### config.mk
export PLATFORM = sky130hd
export DESIGN_NAME = tmr_voter_scrub_flat
export DESIGN_NICKNAME = d
export VERILOG_FILES = /design/src/rtl/tmr_voter_scrub_if.sv /design/src/rtl/tmr_voter_scrub.sv /design/src/flat_wrapper.sv
export SDC_FILE = /design/constraint.sdc
export NUM_CORES = 1
export LEC_CHECK = 0
export BUFFER_PORTS_ARGS = -buffer_cell sky130_fd_sc_hd__buf_2
export CORE_MARGIN = 2
export CORE_UTILIZATION = 30
export CTS_CLUSTER_DIAMETER = 100
export CTS_CLUSTER_SIZE = 28
export DETAILED_ROUTE_END_ITERATION = 8
export GPL_TIMING_DRIVEN = 0
export PLACE_DENSITY = 0.53
export SETUP_SLACK_MARGIN = 0.3
export SYNTH_ARGS = -nofsm -noshare
export SYNTH_HDL_FRONTEND = slang
export SYNTH_SLANG_ARGS = --single-unit
### constraint.sdc
create_clock -name clock -period 3.6 [get_ports clock]
set_clock_uncertainty 0.05 [all_clocks]
set_input_delay 0.72 -clock clock [delete_from_list [all_inputs] [get_ports clock]]
set_output_delay 0.72 -clock clock [all_outputs]
set_load 0.05 [all_outputs]
### src/rtl/tmr_voter_scrub_if.sv
// Bus bundle for the TMR voter: three redundant channels plus clear in,
// voted result and health status out.
interface tmr_voter_scrub_if #(
    parameter int WIDTH = 8,
    parameter int CNT_W = 8
);
    logic [WIDTH-1:0] a_in;
    logic [WIDTH-1:0] b_in;
    logic [WIDTH-1:0] c_in;
    logic             in_valid;
    logic             clr;
    logic [WIDTH-1:0] vote_out;
    logic             out_valid;
    logic             mismatch;
    logic             uncorrectable;
    logic [2:0]       fault_ch;
    logic             degraded;
    logic [CNT_W-1:0] err_count;

    modport master (
        output a_in, b_in, c_in, in_valid, clr,
        input  vote_out, out_valid, mismatch, uncorrectable, fault_ch, degraded, err_count
    );

    modport slave (
        input  a_in, b_in, c_in, in_valid, clr,
        output vote_out, out_valid, mismatch, uncorrectable, fault_ch, degraded, err_count
    );
endinterface

### src/rtl/tmr_voter_scrub.sv
// Two-stage WIDTH-bit TMR majority voter with per-channel dissent tracking;
// a persistently dissenting channel is latched failed and excluded.
module tmr_voter_scrub #(
    parameter int WIDTH   = 8,
    parameter int CNT_W   = 8,
    parameter int PERSIST = 4
) (
    input  logic            clock,
    input  logic            reset,
    tmr_voter_scrub_if.slave bus
);
    localparam int SW = $clog2(PERSIST + 1);

    logic [WIDTH-1:0] ch_reg [3];
    logic             v1_reg;

    logic [WIDTH-1:0] vote_reg;
    logic             out_valid_reg;
    logic             mismatch_reg;
    logic             unc_reg;
    logic [2:0]       fault_reg;
    logic [CNT_W-1:0] err_reg;
    logic [SW-1:0]    streak_reg [3];

    logic [WIDTH-1:0] maj;
    logic [WIDTH-1:0] h0;
    logic [WIDTH-1:0] h1;
    logic [WIDTH-1:0] vote_next;
    logic             mism_next;
    logic             unc_next;
    logic [2:0]       dissent;
    logic [2:0]       reach;
    logic [2:0]       fail_sel;
    logic [SW-1:0]    streak_inc [3];
    logic             degraded_w;

    // Stage 1: data holds on invalid cycles, valid bit always follows input.
    always_ff @(posedge clock) begin
        if (reset) begin
            for (int i = 0; i < 3; i++) ch_reg[i] <= '0;
            v1_reg <= 1'b0;
        end else begin
            v1_reg <= bus.in_valid;
            if (bus.in_valid) begin
                ch_reg[0] <= bus.a_in;
                ch_reg[1] <= bus.b_in;
                ch_reg[2] <= bus.c_in;
            end
        end
    end

    assign maj        = (ch_reg[0] & ch_reg[1]) | (ch_reg[1] & ch_reg[2]) | (ch_reg[0] & ch_reg[2]);
    assign degraded_w = |fault_reg;

    generate
        for (genvar gi = 0; gi < 3; gi++) begin : g_chan
            assign dissent[gi]    = (ch_reg[gi] != maj);
            assign streak_inc[gi] = streak_reg[gi] + SW'(1);
            assign reach[gi]      = dissent[gi] && (streak_inc[gi] == SW'(PERSIST));
        end
    endgenerate

    // Lowest index wins when several channels cross the threshold together.
    assign fail_sel = reach[0] ? 3'b001 :
                      reach[1] ? 3'b010 :
                      reach[2] ? 3'b100 : 3'b000;

    always_comb begin
        h0 = ch_reg[0];
        h1 = ch_reg[1];
        if (fault_reg[0]) begin
            h0 = ch_reg[1];
            h1 = ch_reg[2];
        end else if (fault_reg[1]) begin
            h0 = ch_reg[0];
            h1 = ch_reg[2];
        end
        if (degraded_w) begin
            vote_next = h0;
            mism_next = (h0 != h1);
            unc_next  = (h0 != h1);
        end else begin
            vote_next = maj;
            mism_next = (ch_reg[0] != ch_reg[1]) || (ch_reg[1] != ch_reg[2]);
            unc_next  = 1'b0;
        end
    end

    // Stage 2 and health state; clr only touches the health state.
    always_ff @(posedge clock) begin
        if (reset) begin
            vote_reg      <= '0;
            out_valid_reg <= 1'b0;
            mismatch_reg  <= 1'b0;
            unc_reg       <= 1'b0;
            fault_reg     <= '0;
            err_reg       <= '0;
            for (int i = 0; i < 3; i++) streak_reg[i] <= '0;
        end else begin
            out_valid_reg <= v1_reg;
            if (v1_reg) begin
                vote_reg     <= vote_next;
                mismatch_reg <= mism_next;
                unc_reg      <= unc_next;
            end
            if (bus.clr) begin
                fault_reg <= '0;
                err_reg   <= '0;
                for (int i = 0; i < 3; i++) streak_reg[i] <= '0;
            end else if (v1_reg) begin
                if (mism_next && (err_reg != {CNT_W{1'b1}}))
                    err_reg <= err_reg + CNT_W'(1);
                if (!degraded_w) begin
                    if (|reach) begin
                        fault_reg <= fail_sel;
                        for (int i = 0; i < 3; i++) streak_reg[i] <= '0;
                    end else begin
                        for (int i = 0; i < 3; i++)
                            streak_reg[i] <= dissent[i] ? streak_inc[i] : '0;
                    end
                end
            end
        end
    end

    assign bus.vote_out      = vote_reg;
    assign bus.out_valid     = out_valid_reg;
    assign bus.mismatch      = mismatch_reg;
    assign bus.uncorrectable = unc_reg;
    assign bus.fault_ch      = fault_reg;
    assign bus.degraded      = degraded_w;
    assign bus.err_count     = err_reg;
endmodule

### src/flat_wrapper.sv
// flat-port wrapper written by rule: the top's interface ports become plain ports
module tmr_voter_scrub_flat 
#(
    parameter int WIDTH   = 8,
    parameter int CNT_W   = 8,
    parameter int PERSIST = 4
)
  (clock, reset, bus_a_in, bus_b_in, bus_c_in, bus_in_valid, bus_clr, bus_vote_out, bus_out_valid, bus_mismatch, bus_uncorrectable, bus_fault_ch, bus_degraded, bus_err_count);
  tmr_voter_scrub_if #(.WIDTH(WIDTH), .CNT_W(CNT_W)) bus_i ();
  input  logic clock;
  input  logic reset;
  input wire logic [$bits(bus_i.a_in)-1:0] bus_a_in;
  input wire logic [$bits(bus_i.b_in)-1:0] bus_b_in;
  input wire logic [$bits(bus_i.c_in)-1:0] bus_c_in;
  input wire logic [$bits(bus_i.in_valid)-1:0] bus_in_valid;
  input wire logic [$bits(bus_i.clr)-1:0] bus_clr;
  output wire logic [$bits(bus_i.vote_out)-1:0] bus_vote_out;
  output wire logic [$bits(bus_i.out_valid)-1:0] bus_out_valid;
  output wire logic [$bits(bus_i.mismatch)-1:0] bus_mismatch;
  output wire logic [$bits(bus_i.uncorrectable)-1:0] bus_uncorrectable;
  output wire logic [$bits(bus_i.fault_ch)-1:0] bus_fault_ch;
  output wire logic [$bits(bus_i.degraded)-1:0] bus_degraded;
  output wire logic [$bits(bus_i.err_count)-1:0] bus_err_count;
  assign bus_i.a_in = bus_a_in;
  assign bus_i.b_in = bus_b_in;
  assign bus_i.c_in = bus_c_in;
  assign bus_i.in_valid = bus_in_valid;
  assign bus_i.clr = bus_clr;
  assign bus_vote_out = bus_i.vote_out;
  assign bus_out_valid = bus_i.out_valid;
  assign bus_mismatch = bus_i.mismatch;
  assign bus_uncorrectable = bus_i.uncorrectable;
  assign bus_fault_ch = bus_i.fault_ch;
  assign bus_degraded = bus_i.degraded;
  assign bus_err_count = bus_i.err_count;
  tmr_voter_scrub #(.WIDTH(WIDTH), .CNT_W(CNT_W), .PERSIST(PERSIST)) u_core (.clock(clock), .reset(reset), .bus(bus_i));
endmodule
==> results.toml, run 1 <==
[synthesis]
synth_common_cells = "edfxtp_1 (33), and2_1 (27), nor2_1 (26), dfxtp_1 (23), ha_1 (23)"
synth_top_family_by_area = "simple AND/OR/NAND/NOR gates"
avgSynthCellArea_um2 = 10.4
ys_seq_elements = 56
synth_xor_area_frac = 0.0677
ys_seq_area_frac = 0.401
ys_types = 52
synth.most_common_cell = "edfxtp_1"
yosys.area.top_type = "edfxtp_1"
yosys_warnings = 0
synth_compound_area_frac = 0.151
syn_nets = 398
synth_area_leaders = "edfxtp_1 (27%), dfxtp_1 (13%), ha_1 (8.0%)"
synth_edf_count = 33
synthesis.instances = 347
synthSimpleGateAreaFrac = 0.233
synth_mux_area_frac = 0.0470
yosysTopAreaCellShare = 0.274
ys.flop_type = "edfxtp_1"
async_reset_ff_frac = 0
synth_fa_ha_area_frac = 0.0795
synth_area_um2 = 3620

[placement]
portBuffers = 50
dp_hpwl_um = 6850
place.gp.congestion = 0.836
place_area_um2 = 4050

[clocking]
cts_setup_buffers = 0
cts_tree = "done"
cts.sinks = 56
cts_made_buffers = 5
clkTransAtPathRegs_ns = 0.07
cts_hold_buf = 0
clk_latency_ns = 0.29
cts_resized = 0
clockBufferDepth = 2
htree_levels = 2
cts-root-buf = "clkbuf_16"

[detailed_routing]
post_drt_wl_per_cell_um = 15.8
first_iter_violations = 135
remaining_drc_errors = 0
vias_per_cell = 5.17
wl_um = 8720
antenna_left = 0
first_pass_iters = 7
num_vias = 2853

[power_and_ir_drop]
internal_power_w = 0.00115
vdd.ir_drop.worst_mv = 0.193
switchingPower_w = 0.000447
p_comb_frac = 0.191
powerDensity_nw_per_um2 = 379
p_seq_frac = 0.484
leakage_nw = 1.74
p_clk_frac = 0.325
swShare = 0.280

[hold_path]
whs_endpoint = "u_core.bus.uncorrectable"
hp-start = "u_core.bus.uncorrectable"
hold_depth = 2
hold_path.class = "reg2reg"

[timing]
max_slew_margin = 0.550
post-route-min-period_ns = 2.77
tightest_slew_ns = 0.669
hold_viol = 0
drv_slew = 0
rsz0062_at_grt = "false"
finalSetupViolCount = 0
tns_ns = 0
timing.final.crit_share = 0.770
fmax_mhz = 361

[worst_setup_path]
crit_type = "reg2reg"
crit_required_ns = 3.71
cp-start-kind = "register"
cp_slowest_cell = "edfxtp_1"
regToRegEndpoint = "u_core.streak_reg[0][0]"
crit_arrival_ns = 2.88
cp_top_family = "simple AND/OR/NAND/NOR gates"
max_stage_delay_ns = 0.52
end_kind = "register"
path_buf_inv = 0
cp-startpoint = "u_core.ch_reg[0][8]"
path_max_fanout = 6
reg2reg_depth = 7
r2r_start = "u_core.ch_reg[0][8]"
r2r_slack_ns = 0.83
crit_chain = "ha_1 > a211oi_4 > xnor2_1 > nor4_1 > a31oi_1 > nor4_2 > nor2b_1"

[floorplanning]
die_w_um = 114
initial_core_util = 0.304
core_um2 = 11900
die_h_um = 114
io_pins = 51
std_cell_rows = 40
dieArea_um2 = 13000

[cells_and_area]
fillCellCount = 1237
synthToLayoutAreaGrowth_pct = 16.4
final_core_util = 0.354
final_nets = 455
largest_register_ffs = 24
design_area_um2 = 4210
antennaDiodeCount = 0
drive_gt1_frac = 0.195

[global_route]
grt_pass1_wl_um = 14200
antenna_found_initial = 0
grt_pass1_vias = 2800
grt_max_degree = 25
grt_usage = 0.140
grt-ovfl-total = 0

[flow_run]
max_cap_violations = 0

[run_status]
status = "complete, no violations"
-- area by class of cell --
cell class / count / area [um2] / share of cell area
Buffer: 12 / 52.6 / 0.0125
Clock buffer: 7 / 154 / 0.0365
Clock inverter: 1 / 5.00 / 0.00119
Inverter: 6 / 22.5 / 0.00535
Multi-Input combinational cell: 273 / 2090 / 0.497
Sequential cell: 56 / 1450 / 0.345
Tap cell: 147 / 184 / 0.0437
Timing Repair Buffer: 50 / 250 / 0.0594
-- worst register-to-register path, stage by stage (launching register included) --
cell and delay, ns:
edfxtp_1 0.52, ha_1 0.31, a211oi_4 0.30, xnor2_1 0.09, nor4_1 0.52, a31oi_1 0.27
nor4_2 0.39, nor2b_1 0.18
-- cell usage in the layout, fill, tap and decap left out, types with 8 or more instances in the layout --
cell,Yosys,layout
nor4_1,8,8
xnor2_1,16,16
mux2i_1,17,17
edfxtp_1,33,33
clkbuf_1,11,12
buf_2,0,50
a211oi_1,17,17
and2_1,27,27
ha_1,23,23
o2111ai_1,8,8
a21o_1,8,8
nand2_1,17,17
xor2_1,12,12
nor2_1,26,26
dfxtp_1,23,23
-- logic make-up (layout without fill, tap and decap cells) --
group	after synthesis	after routing
buffers and inverters	18	76
adders and majority gates	23	23
and+or+nand+nor	134	134
xor gates and xnor gates	28	28
AOI/OAI and AO/OA	71	71
muxes	17	17
DFF	56	56
-- per-layer routing --
metal  share of wire  up-vias  routed length, um  track usage
met1            0.45     1348               3950        0.176
met4           0.016        0                141       0.0439
met2            0.50       60               4330        0.246
met3           0.034        8                295       0.0213
li1                -     1437                  -            -
met5               0        -                  0            0
-- power by group through the flow --
stage | registers [W] | clock network [W] | logic [W]
after floorplan | 0.000798 | 0 | 0.000199
after global placement | 0.000786 | 0 | 0.000307
after global routing | 0.000781 | 0.000562 | 0.000338
final | 0.000774 | 0.000519 | 0.000305
after CTS | 0.000774 | 0.000536 | 0.000309
after detailed placement | 0.000789 | 0 | 0.000308
-- per-stage QoR --
stage	setup WS, ns	power (W)	cells	hold slack [ns]
2_1_floorplan	1.20	0.000997	347	0.516
3_3_place_gp	0.895	0.00109	544	0.412
3_5_place_dp	0.798	0.00110	544	0.423
4_1_cts	0.781	0.00162	552	0.434
5_1_grt	0.584	0.00168	552	0.459
6_report	0.830	0.00160	552	0.429
-- how the worst max path moves through the flow --
| stage | to | slack [ns] | depth (start not counted) |
|---|---|---|---|
| after global placement | u_core.streak_reg[0][0] | 0.89 | 7 |
| after global routing | u_core.streak_reg[0][0] | 0.58 | 7 |
| after CTS | u_core.streak_reg[0][0] | 0.78 | 7 |
| final | u_core.streak_reg[0][0] | 0.83 | 7 |
| after floorplan | u_core.streak_reg[0][4] | 1.20 | 7 |
| after detailed placement | u_core.streak_reg[0][0] | 0.80 | 7 |
Note: power is estimated with default switching activity, not from simulation.
==> inputs of run 2 (changes only) <==
==> constraint.sdc (replaced) <==
create_clock -name clock -period 2.6 [get_ports clock]
set_clock_uncertainty 0.05 [all_clocks]
set_input_delay 0.52 -clock clock [delete_from_list [all_inputs] [get_ports clock]]
set_output_delay 0.52 -clock clock [all_outputs]
set_load 0.05 [all_outputs]
==> results.toml, run 2 (same netlist as run 1, synthesis figures left out) <==
[clocking]
htree_levels = 2
cts-root-buf = "clkbuf_16"
clockBufferDepth = 2
clkTransAtPathRegs_ns = 0.07
cts_hold_buf = 0
cts_tree = "done"
cts_made_buffers = 5
clk_latency_ns = 0.30
cts.sinks = 56

[timing]
setup_slack_ns = 0.236
tns_ns = 0
hold_viol = 0
rsz0062_at_grt = "true"
drv_slew = 0
timing.final.crit_share = 0.909
fmax_mhz = 423
max_slew_margin = 0.619
post-route-min-period_ns = 2.36
finalSetupViolCount = 0
tightest_slew_ns = 0.572

[power_and_ir_drop]
p_seq_frac = 0.430
switchingPower_w = 0.000739
p_clk_frac = 0.278
swShare = 0.303
internal_power_w = 0.00170
vdd.ir_drop.worst_mv = 0.282
leakage_nw = 2.05
powerDensity_nw_per_um2 = 486
p_comb_frac = 0.292

[global_route]
antenna_found_initial = 0
grt-ovfl-total = 0
grt_max_degree = 25
grt_usage = 0.150
grt_pass1_vias = 3033
grt_pass1_wl_um = 15200

[detailed_routing]
wl_um = 9730
post_drt_wl_per_cell_um = 16.2
first_pass_iters = 4
vias_per_cell = 5.07
antenna_left = 0
num_vias = 3053
remaining_drc_errors = 0
first_iter_violations = 132

[placement]
place_area_um2 = 4120
dp.cells = 544
dp_hpwl_um = 6900
portBuffers = 50
place.gp.congestion = 0.845
pre_cts_ws_ns = -0.215

[cells_and_area]
synthToLayoutAreaGrowth_pct = 38.6
fillCellCount = 1149
final_core_util = 0.421
largest_register_ffs = 24
final_cell_mix = "buf_2 (50), buf_4 (50), edfxtp_1 (33)"
drive_gt1_frac = 0.393
antennaDiodeCount = 0
final_nets = 505
design_area_um2 = 5020
instances_no_fill = 602

[worst_setup_path]
path_buf_inv = 1
crit_type = "reg2reg"
cp_slowest_cell = "or4b_4"
crit_required_ns = 2.60
cp-start-kind = "register"
end_kind = "register"
max_stage_delay_ns = 0.53
cp_top_family = "simple AND/OR/NAND/NOR gates"
path_max_fanout = 4
crit_arrival_ns = 2.37
crit_chain = "ha_4 > or4b_4 > o21ai_2 > nor4_2 > buf_4 > a31oi_4 > a211oi_2 > and3b_1"
worstSetupPathDepth = 8
reg2reg_depth = 8

[floorplanning]
initial_core_util = 0.304
dieArea_um2 = 13000
std_cell_rows = 40
io_pins = 51
die_h_um = 114
die_w_um = 114
core_um2 = 11900

[run_status]
status = "complete, no violations"

[hold_path]
hold_depth = 2
hold_path.class = "reg2reg"

[flow_run]
max_cap_violations = 0
==> run 2: changes by cell type in the layout (fill, tap and decap cells not counted), sizes merged <==
cell and delta:
clkbuf -2, inv +2, buf +50
==> run 2: area by class of cell <==
class                   count  area, um2  area share
plain buffers              12       53.8      0.0107
clock buffers               5        125      0.0249
clock inverters             3       18.8     0.00374
inverters                   6       22.5     0.00449
multi-input cells         273       2530       0.505
flip-flops and latches     56       1450       0.289
well taps                 147        184      0.0367
repair buffers            100        626       0.125
==> run 2: per-stage QoR <==
stage	hold slack [ns]	power (W)
global placement	0.412	0.00153
global route	0.442	0.00255
floorplan	0.516	0.00140
detailed placement	0.416	0.00153
finish	0.422	0.00244
CTS	0.428	0.00233
==> run 2: what timing repair did <==
action,4_1_cts,5_1_grt
resized for setup,21,44
gates cloned,0,0
buffers inserted,38,12
endpoints found under the setup margin,17,20
pin swaps,14,19
==> run 2: metal layers <==
metal  track usage  part of all wire  vias to the layer above
li1              -                 -                     1542
met3        0.0239             0.034                       11
met2         0.268              0.50                       56
met1         0.187              0.44                     1444
met5             0                 0                        -
met4        0.0439             0.022                        0
==> run 2: worst register-to-register path: cells and delay by family (launching register included) <==
family                     cells  cell delay [ns]
and+or+nand+nor                3             0.78
DFF                            1             0.52
AOI/OAI and AO/OA              3             0.37
adders and majority gates      1             0.24
buffers and inverters          1             0.15
==> run 2: final timing paths <==
check                                start                  endpoint  slack (ns)
hold / removal    u_core.bus.uncorrectable  u_core.bus.uncorrectable        0.42
setup reg to reg      u_core.ch_reg[0][10]   u_core.streak_reg[0][3]        0.24
hold reg to reg   u_core.bus.uncorrectable  u_core.bus.uncorrectable        0.42
setup / recovery      u_core.ch_reg[0][10]   u_core.streak_reg[0][3]        0.24
==> run 2: power groups by stage <==
stage / clock network (W) / logic [W] / registers (W)
finish: 0.000677 / 0.000712 / 0.00105
global route: 0.000733 / 0.000768 / 0.00105
CTS: 0.000696 / 0.000596 / 0.00104
detailed placement: 0 / 0.000439 / 0.00110
global placement: 0 / 0.000435 / 0.00109
floorplan: 0 / 0.000291 / 0.00111
==> inputs of run 3 (changes only) <==
--- a/config.mk
+++ b/config.mk
@@ -13,7 +13,7 @@
 export DETAILED_ROUTE_END_ITERATION = 8
 export GPL_TIMING_DRIVEN = 0
 export PLACE_DENSITY = 0.53
-export SETUP_SLACK_MARGIN = 0.3
+export SETUP_SLACK_MARGIN = 0.5
 export SYNTH_ARGS = -nofsm -noshare
 export SYNTH_HDL_FRONTEND = slang
 export SYNTH_SLANG_ARGS = --single-unit
==> constraint.sdc (replaced) <==
create_clock -name clock -period 2.4 [get_ports clock]
set_clock_uncertainty 0.05 [all_clocks]
set_input_delay 0.48 -clock clock [delete_from_list [all_inputs] [get_ports clock]]
set_output_delay 0.48 -clock clock [all_outputs]
set_load 0.05 [all_outputs]
==> results.toml, run 3 (same netlist as run 1, synthesis figures left out) <==
[run_status]
status = "complete, no violations"

[detailed_routing]
antenna_left = 0
wl_um = 9610
post_drt_wl_per_cell_um = 16.3
vias_per_cell = 5.17
remaining_drc_errors = 0
first_iter_violations = 153
first_pass_iters = 5
num_vias = 3058

[global_route]
grt-ovfl-total = 0
grt_usage = 0.150
grt_pass1_vias = 3042
grt_max_degree = 25
grt_pass1_wl_um = 15200
antenna_found_initial = 0

[hold_path]
hold_path.class = "in2reg"

[timing]
timing.final.crit_share = 0.977
tightest_slew_ns = 0.611
max_slew_margin = 0.587
hold_viol = 0
finalSetupViolCount = 0
finalHoldWorstSlack_ns = 0.399
fmax_mhz = 426
drv_slew = 0
post-route-min-period_ns = 2.35
rsz0062_at_grt = "true"

[clocking]
cts_hold_buf = 0
clockBufferDepth = 2
cts.sinks = 56
clk_latency_ns = 0.30
cts_tree = "done"
cts-root-buf = "clkbuf_16"
cts_made_buffers = 5
htree_levels = 2
clkTransAtPathRegs_ns = 0.07

[placement]
dp.cells = 544
portBuffers = 50
dp_hpwl_um = 7030
place_area_um2 = 4170
place.gp.congestion = 0.840

[cells_and_area]
largest_register_ffs = 24
design_area_um2 = 4980
instances_no_fill = 591
antennaDiodeCount = 0
drive_gt1_frac = 0.421
final_cell_mix = "buf_2 (51), buf_4 (35), edfxtp_1 (33)"
synthToLayoutAreaGrowth_pct = 37.7
final_common_cell = "buf_2"
final_nets = 494

[floorplanning]
io_pins = 51
initial_core_util = 0.304
die_h_um = 114
dieArea_um2 = 13000
die_w_um = 114
core_um2 = 11900
std_cell_rows = 40

[worst_setup_path]
path_max_fanout = 4
crit_type = "reg2reg"
crit_arrival_ns = 2.35
crit_required_ns = 2.40
cp-start-kind = "register"
end_kind = "register"

[power_and_ir_drop]
leakage_nw = 2.02
vdd.ir_drop.worst_mv = 0.265
powerDensity_nw_per_um2 = 521

[flow_run]
max_cap_violations = 0
## run 3: cell types whose count changed in the layout (fill, tap and decap cells not counted), sizes merged
cell and change:
buf -9, inv -2
## run 3: worst max-delay path, cell delays in order (launching register included)
cell and delay, ns:
edfxtp_1 0.51, ha_4 0.23, or4b_4 0.53, o21ai_2 0.10, nor4_2 0.06, buf_4 0.15, a31oi_4 0.20, a211oi_2 0.07
and3_1 0.19
## run 3: routing by layer
layer | part of all wire | GRT usage | up-vias
li1 | - | - | 1517
met3 | 0.041 | 0.0250 | 21
met2 | 0.50 | 0.264 | 60
met1 | 0.43 | 0.180 | 1460
met4 | 0.033 | 0.0675 | 0
met5 | 0 | 0 | -
## run 3: metrics by stage
step                utilization  setup WS, ns  total power, W  TNS (ns)
floorplan                     -         0.214         0.00152         0
global placement          0.350        -0.211         0.00167     -1.23
detailed placement        0.350        -0.223         0.00167     -1.48
CTS                       0.394         0.130         0.00253         0
global route              0.418      -0.00492         0.00272  -0.00492
finish                    0.418        0.0545         0.00260         0
## run 3: final cells by class
cell class                 count  area [um2]
buffer                        12        60.1
clock buffer                   7         133
clock inverter                 1        5.00
fill                        1172        6930
inverter                       6        25.0
multi-input combinational    273        2560
sequential                    56        1460
tap                          147         184
timing repair buffer          89         558
## run 3: where the power goes
group / total [W] / internal (W) / switching [W] / leakage [nW]
combinational: 0.000757 / 0.000351 / 0.000406 / 1.40
sequential: 0.00112 / 0.00107 / 0.0000438 / 0.549
clock: 0.000723 / 0.000387 / 0.000335 / 0.0679
total: 0.00260 / 0.00181 / 0.000785 / 2.02
## run 3: final timing paths
kind | startpoint | endpoint | slack (ns) | cells after the start
min | bus_b_in[3] | u_core.ch_reg[0][11] | 0.40 | 2
min reg2reg | u_core.bus.uncorrectable | u_core.bus.uncorrectable | 0.42 | 2
max | u_core.ch_reg[0][10] | u_core.streak_reg[0][4] | 0.05 | 8
max reg2reg | u_core.ch_reg[0][10] | u_core.streak_reg[0][4] | 0.05 | 8
## run 3: what timing repair did
item | 4_1_cts | 5_1_grt
endpoints found under the setup margin | 60 | 40
pin swaps | 16 | 26
buffers inserted | 34 | 5
hold endpoints to repair | 0 | 0
resized for setup | 22 | 52
